**src/rtl/mem_stage_sram.sv**
```systemverilog
`default_nettype none
// ============================================================================
// Module     : mem_stage_sram
// Description: MEM stage of a 5-stage ARM pipeline. A 32-bit load or store
//              becomes two sequential 16-bit accesses on an external SRAM,
//              low halfword first. The stage holds freeze high to stall the
//              pipeline until the access completes. WB control, Dest and
//              ALU_result pass straight through to the MEM/WB register.
// Ports      : clk, rst (sync, active-low)
//              WB_en, MEM_R_EN, MEM_W_EN, ALU_result, ST_val, Dest  - EXE/MEM
//              WB_en_out, MEM_R_EN_out, ALU_result_out, Dest_out    - MEM/WB
//              mem_data (registered read word), freeze (pipeline stall)
//              SRAM_ADDR, SRAM_DQ_in, SRAM_DQ_out, SRAM_DQ_oe, SRAM_WE_N
// Revision   : 1.0 - initial release
// ============================================================================
module mem_stage_sram #(
   parameter logic [31:0] BASE_ADDR   = 32'd1024,
   parameter int          SRAM_AW     = 18,
   parameter int          WAIT_CYCLES = 5
) (
   input  logic               clk,
   input  logic               rst,
   input  logic               WB_en,
   input  logic               MEM_R_EN,
   input  logic               MEM_W_EN,
   input  logic [31:0]        ALU_result,
   input  logic [31:0]        ST_val,
   input  logic [3:0]         Dest,
   output logic               WB_en_out,
   output logic               MEM_R_EN_out,
   output logic [31:0]        ALU_result_out,
   output logic [3:0]         Dest_out,
   output logic [31:0]        mem_data,
   output logic               freeze,
   output logic [SRAM_AW-1:0] SRAM_ADDR,
   input  logic [15:0]        SRAM_DQ_in,
   output logic [15:0]        SRAM_DQ_out,
   output logic               SRAM_DQ_oe,
   output logic               SRAM_WE_N
);

   localparam int                CNT_W    = (WAIT_CYCLES > 1) ? $clog2(WAIT_CYCLES) : 1;
   localparam logic [CNT_W-1:0]  CNT_LAST = CNT_W'(WAIT_CYCLES - 1);

   localparam logic [1:0] ST_IDLE = 2'd0;
   localparam logic [1:0] ST_LO   = 2'd1;
   localparam logic [1:0] ST_HI   = 2'd2;
   localparam logic [1:0] ST_DONE = 2'd3;

   logic [1:0]       state_q, state_d;
   logic [CNT_W-1:0] cnt_q, cnt_d;
   logic [31:0]      mem_data_q, mem_data_d;

   logic             req;
   logic             is_read;
   logic             is_write;
   logic             cnt_last;
   logic             in_access;
   logic [31:0]      offset;
   logic [SRAM_AW-2:0] idx;
   logic             unused_offset_bits;

   // A read wins when both enables are set.
   assign req      = MEM_R_EN | MEM_W_EN;
   assign is_read  = MEM_R_EN;
   assign is_write = MEM_W_EN & ~MEM_R_EN;
   assign cnt_last = (cnt_q == CNT_LAST);
   assign in_access = (state_q == ST_LO) || (state_q == ST_HI);

   // Word index into SRAM: byte offset with 32-bit wrap, word-aligned, then
   // truncated to the halfword address space minus the halfword-select bit.
   assign offset = ALU_result - BASE_ADDR;
   assign idx    = offset[SRAM_AW:2];
   assign unused_offset_bits = ^{offset[31:SRAM_AW+1], offset[1:0]};

   // Pipeline pass-through.
   assign WB_en_out      = WB_en;
   assign MEM_R_EN_out   = MEM_R_EN;
   assign ALU_result_out = ALU_result;
   assign Dest_out       = Dest;
   assign mem_data       = mem_data_q;

   // ---------------------------------------------------------------- state reg
   always_ff @(posedge clk) begin
      if (!rst) begin
         state_q    <= ST_IDLE;
         cnt_q      <= '0;
         mem_data_q <= 32'h0;
      end else begin
         state_q    <= state_d;
         cnt_q      <= cnt_d;
         mem_data_q <= mem_data_d;
      end
   end

   // ---------------------------------------------------------- next-state comb
   always_comb begin
      state_d    = state_q;
      cnt_d      = cnt_q;
      mem_data_d = mem_data_q;
      case (state_q)
         ST_IDLE: begin
            cnt_d = '0;
            if (req) state_d = ST_LO;
         end
         ST_LO: begin
            if (cnt_last) begin
               state_d = ST_HI;
               cnt_d   = '0;
               if (is_read) mem_data_d[15:0] = SRAM_DQ_in;
            end else begin
               cnt_d = cnt_q + 1'b1;
            end
         end
         ST_HI: begin
            if (cnt_last) begin
               state_d = ST_DONE;
               cnt_d   = '0;
               if (is_read) mem_data_d[31:16] = SRAM_DQ_in;
            end else begin
               cnt_d = cnt_q + 1'b1;
            end
         end
         default: begin
            // DONE: pipeline advances on this edge, next op starts from IDLE.
            state_d = ST_IDLE;
            cnt_d   = '0;
         end
      endcase
   end

   // -------------------------------------------------------------- output comb
   always_comb begin
      freeze      = req & (state_q != ST_DONE);
      SRAM_ADDR   = {idx, 1'b0};
      SRAM_DQ_oe  = 1'b0;
      SRAM_DQ_out = 16'h0;
      SRAM_WE_N   = 1'b1;
      if ((state_q == ST_HI) || (state_q == ST_DONE)) SRAM_ADDR = {idx, 1'b1};
      if (in_access && is_write) begin
         SRAM_DQ_oe  = 1'b1;
         SRAM_DQ_out = (state_q == ST_HI) ? ST_val[31:16] : ST_val[15:0];
         // Last cycle of each halfword keeps address/data stable with WE_N high.
         SRAM_WE_N   = cnt_last;
      end
   end

endmodule
`default_nettype wire

```
**config.mk**
```make
export PLATFORM = sky130hd
export DESIGN_NAME = mem_stage_sram
export DESIGN_NICKNAME = d
export VERILOG_FILES = /design/src/rtl/mem_stage_sram.sv
export SDC_FILE = /design/constraint.sdc
export NUM_CORES = 1
export LEC_CHECK = 0
export CORE_MARGIN = 2
export CORE_UTILIZATION = 28
export DETAILED_ROUTE_END_ITERATION = 6
export GPL_ROUTABILITY_DRIVEN = 0
export PLACE_DENSITY = 0.77
export SKIP_LAST_GASP = 1
export SLEW_MARGIN = 20
export SYNTH_ARGS = -nofsm -noshare
export SYNTH_HDL_FRONTEND = slang
export SYNTH_SLANG_ARGS = --single-unit
```
**constraint.sdc**
```tcl
create_clock -name clk -period 1.57 [get_ports clk]
set_clock_uncertainty 0.1 [all_clocks]
set_input_delay 0.2355 -clock clk [delete_from_list [all_inputs] [get_ports clk]]
set_output_delay 0.2355 -clock clk [all_outputs]
set_load 0.03 [all_outputs]
```
# After elaboration in Yosys (flattened, before gate mapping)
# Index checks and enable logic that the tools add are counted.
[op_classes]
add_sub_neg = 2
eq_ne = 8
muxes = 9
n_bitwise = 6
n_reduce_logical = 9
[op_table]
columns = ["operator", "count"]
rows = [
  ["$mux 16", 2],
  ["$sub 19x11->19 const B", 1],
  ["$reduce_and 3->1", 3],
  ["$ne 2x2->1 const B", 4],
  ["$mux 2", 3],
  ["$pmux 2 s3", 1],
  ["$eq 2x2->1 const B", 2],
  ["$add 3x1->3 const B", 1],
  ["$eq 3x3->1 const B", 1],
  ["$mux 1", 3],
  ["$not 1->1", 3],
  ["$reduce_or 3->1", 1],
  ["$and 1x1->1", 2],
  ["$eq 2x1->1 const B", 1],
  ["$logic_not 2->1", 1],
  ["$logic_or 1x1->1", 2],
  ["$reduce_or 2->1", 1],
  ["$logic_and 1x1->1", 1],
  ["$or 1x1->1", 1],
]
[word_totals]
regBits = 37
input_bits = 89
out_inout_bits = 107

# Logic depth before layout (Yosys ltp)
[depth]
word_depth = 4
depth_mapped = 6

# Worst setup path after synthesis
# OpenSTA, ideal clock, no wires.
[synth_timing]
path_kind = "reg-to-output"
start = "register state_q[0]"
end = "output port SRAM_DQ_out[10]"
t_arrival_ns = 1.604
t_required_ns = 1.234
slack_ns = -0.370
path_stages_with_launch = 6
n_path_buf = 1
path_cell_list = "dfxtp_1 -> inv_1 -> ha_1 -> nand3b_1 -> clkbuf_1 -> nor2_1"
[synth_between]
elab_chain_cells = 4
[synth_rtl]
columns = ["item", "line_no", "rtl"]
rows = [
  ["start: declaration", "50", "logic [1:0] state_q, state_d;"],
  ["start signal: assignment", "90", "state_q <= state_d;"],
  ["$eq 2x1->1 or $eq 2x2->1 (tied branches)", "68, 142", ""],
  ["$logic_or 1x1->1", "68", "assign in_access = (state_q == ST_LO) || (state_q == ST_HI);"],
  ["$logic_and 1x1->1", "140", "if (in_access && is_write) begin"],
  ["$mux 16 *", "140", ""],
  ["end: declaration", "37", "output logic [15:0] SRAM_DQ_out,"],
]
# Mark *: on every way between the ends. The rest lies on a longest branch, timed or not.

# Worst setup path after layout
[layout_timing]
start = "register state_q[1]"
end = "output port SRAM_WE_N"
[layout_between]
elab_chain_cells = 4
[layout_rtl]
columns = ["item", "line_no", "rtl"]
rows = [
  ["$eq 2x1->1 or $eq 2x2->1 (tied branches)", "68", ""],
  ["$logic_or 1x1->1 *", "68", ""],
  ["$logic_and 1x1->1 *", "140", ""],
  ["$mux 1 *", "140", ""],
  ["end: declaration", "39", "output logic SRAM_WE_N"],
]
# Marks and branches as above.

==> results.txt <==
status: finished with violations
failing checks: setup timing
DIE HEIGHT: 91.0 µm
Final Setup Violations: 39
power per cell area: 929 mW/mm²
FMAX: 522 MHz
CTS Buffer Depth: 2
TritonCTS clock tree: built
CP Max Fanout: 4
final instance area: 0.00419 mm²
Antenna Violating Nets Remaining: 0
Mean Syn Cell Area: 7.97 µm²
CP Class: reg -> out
Post-Syn Instances: 266
Final WS setup: -345 ps
crit path launch type: flip-flop
worst-skew pair later-pin latency: 280 ps
#FFs+latches synth: 37
total CTS buffers: 5
GRT overflow: 0
CP top delay family: buffers and inverters
CTS Hold Bufs: 0
RSZ-0062 raised after global routing: yes
post-synth top area share: 34.9%
CP peak stage delay: 390 ps
P_leak: 0.00178 µW
wire per inst: 16.3 µm
cell mode on critical path: buf_6
Synthesized Nets: 363
DRT iter0 DRCs: 67
synth top area cells: dfxtp_1, buf_4, mux2i_1, nand3_1, ha_1
Yosys warning count: 0
detailed-route wire length: 7.87 mm
relative slew slack: 75.8%
All-Layer GR Usage: 16.8%
Unique masters post-synth: 27
total die area: 0.00829 mm²
crit path cell chain: inv_4 -> ha_4 -> nand3b_1 -> buf_6 -> buf_6 -> inv_4 -> nand2_4 -> buf_6
vias in the first global route: 2,272
Mapped Area: 0.00212 mm²
maximum vdd drop: 0.000554 V
share of cells above drive strength 1: 44.4%
die width: 91.0 µm
Critical Path End Type: primary output
vias: 2,279
placed inst area: 0.00344 mm²
area grow syn2layout: 97.3%
initial antenna violation count: 0
Slowest-stage cell, CP: dfxtp_4
Critical Path AT: 1580 ps
final hold violations: 0
diode count: 0
via/cell ratio: 4.71
Design Power: 3890 µW
Hold Path Class: in -> reg
DRT Pass-1 Iters: 4
Buf+Inv Stages, Crit Path: 5
Core ar.: 0.00729 mm²
largest net degree at the start of global routing: 54
Filler cells: 623
Yosys top cell by area: dfxtp_1
IO Port Bufs: 131
most frequent cells in the layout: clkdlybuf4s50_1, buf_6, dfxtp_1
worst endpoint required time: 1230 ps
row cnt: 31
final worst path period need: 1910 ps
most common cell after layout, fill and taps aside: clkdlybuf4s50_1
clock sinks: 37
root buf cell: clkbuf_8
post-synthesis sequential area ratio: 34.9%
HPWL Detailed: 4.66 mm
CTS clk-pin slew, worst paths: 70 ps
Slew @ Worst Pin: 353 ps
setup total negative slack: -7570 ps
FF-to-FF setup slack: -160 ps
# IOs: 196
H-tree levels: 2
crit share post-route: 122%
final-stage net count: 481
Initial Util: 29.1%
Slew Viols, Final: 0
Post-Route Utilization: 57.4%
# DRC: 0
max cap viols: 0
first-pass GRT wire length: 11.3 mm
[cell usage after synthesis]
| library cell | number |
|---|---|
| mux2i_1 | 19 |
| ha_1 | 8 |
| clkbuf_1 | 9 |
| o21ai_0 | 13 |
| nor3_1 | 1 |
| nand3b_1 | 1 |
| xnor2_1 | 4 |
| o211ai_1 | 1 |
| o21ai_1 | 19 |
| nor3b_1 | 1 |
| or4_1 | 1 |
| nor2_1 | 23 |
| nor4_1 | 1 |
| buf_2 | 2 |
| nand3_1 | 33 |
| xor2_1 | 2 |
| buf_4 | 47 |
| buf_1 | 3 |
| dfxtp_1 | 37 |
| and4_1 | 1 |
| a2bb2oi_1 | 1 |
| nand4_1 | 2 |
| a21oi_1 | 1 |
| inv_1 | 9 |
| nand2_1 | 25 |
| or2_2 | 1 |
| o31ai_1 | 1 |
[kinds of logic (layout without fill, tap and decap cells)]
logic type / Yosys count / after routing / share of synthesized area, %
AOI/OAI and AO/OA: 36 / 36 / 8.91
xor gates and xnor gates: 6 / 6 / 2.48
adders and majority gates: 8 / 8 / 4.72
buffers and inverters: 70 / 189 / 20.8
DFF: 37 / 37 / 34.9
muxes: 19 / 19 / 8.97
and+or+nand+nor: 90 / 90 / 19.2
[flip-flops by register name, indices dropped and copies added, names as in the netlist]
| signal | flops |
|---|---|
| mem_data | 32 |
| cnt_q | 3 |
| state_q | 2 |
[metal layers]
metal  track usage [%]  part of all wire, %
met5                 0                    0
met4              6.82                  2.9
met3              4.56                  7.1
met2              30.1                   51
met1              18.6                   39
[final timing paths]
kind / start / end / cells after the start
worst max-delay path: state_q[1]$_SDFFE_PN0P_ / SRAM_WE_N / 8
worst max register to register: state_q[0]$_SDFFE_PN0P_ / state_q[1]$_SDFFE_PN0P_ / 9
worst min register to register: cnt_q[0]$_SDFF_PP0_ / cnt_q[0]$_SDFF_PP0_ / 1
worst min-delay path: rst / mem_data[10]$_SDFFE_PN0P_ / 4
[power breakdown]
group / leakage, µW / internal (µW) / switching, µW
registers: 0.000299 / 991 / 49.4
logic: 0.00144 / 1160 / 1060
clock network: 0.0000395 / 315 / 316
[what timing repair did]
| action | 4_1_cts | 5_1_grt |
|---|---|---|
| cloned | 4 | 3 |
| setup buffers | 9 | 5 |
| pin swaps | 28 | 23 |
| endpoints found under the setup margin | 62 | 61 |
| gates resized for setup | 126 | 55 |
[cell type report]
cell class,count,area [µm²],area share (%)
inverters,9,41.3,0.987
clock buffers,8,80.1,1.91
multi-input cells,159,1420,33.9
well taps,99,124,2.96
repair buffers,172,1770,42.4
flip-flops and latches,37,746,17.8
[worst register-to-register path, delay by kind of cell (launching register included)]
family | cells | cell delay, ps
AOI/OAI and AO/OA | 2 | 310
DFF | 1 | 350
adders and majority gates | 1 | 180
buffers and inverters | 5 | 520
muxes | 1 | 210
[metrics by stage]
step / hold WS, ps / cells / setup slack (ps)
finish: 353 / 484 / -345
global route: 358 / 484 / -407
global placement: 336 / 458 / -469
detailed placement: 353 / 458 / -494
CTS: 320 / 479 / -353
floorplan: 285 / 266 / -145
No activity file was read; power rests on OpenSTA's default activity.
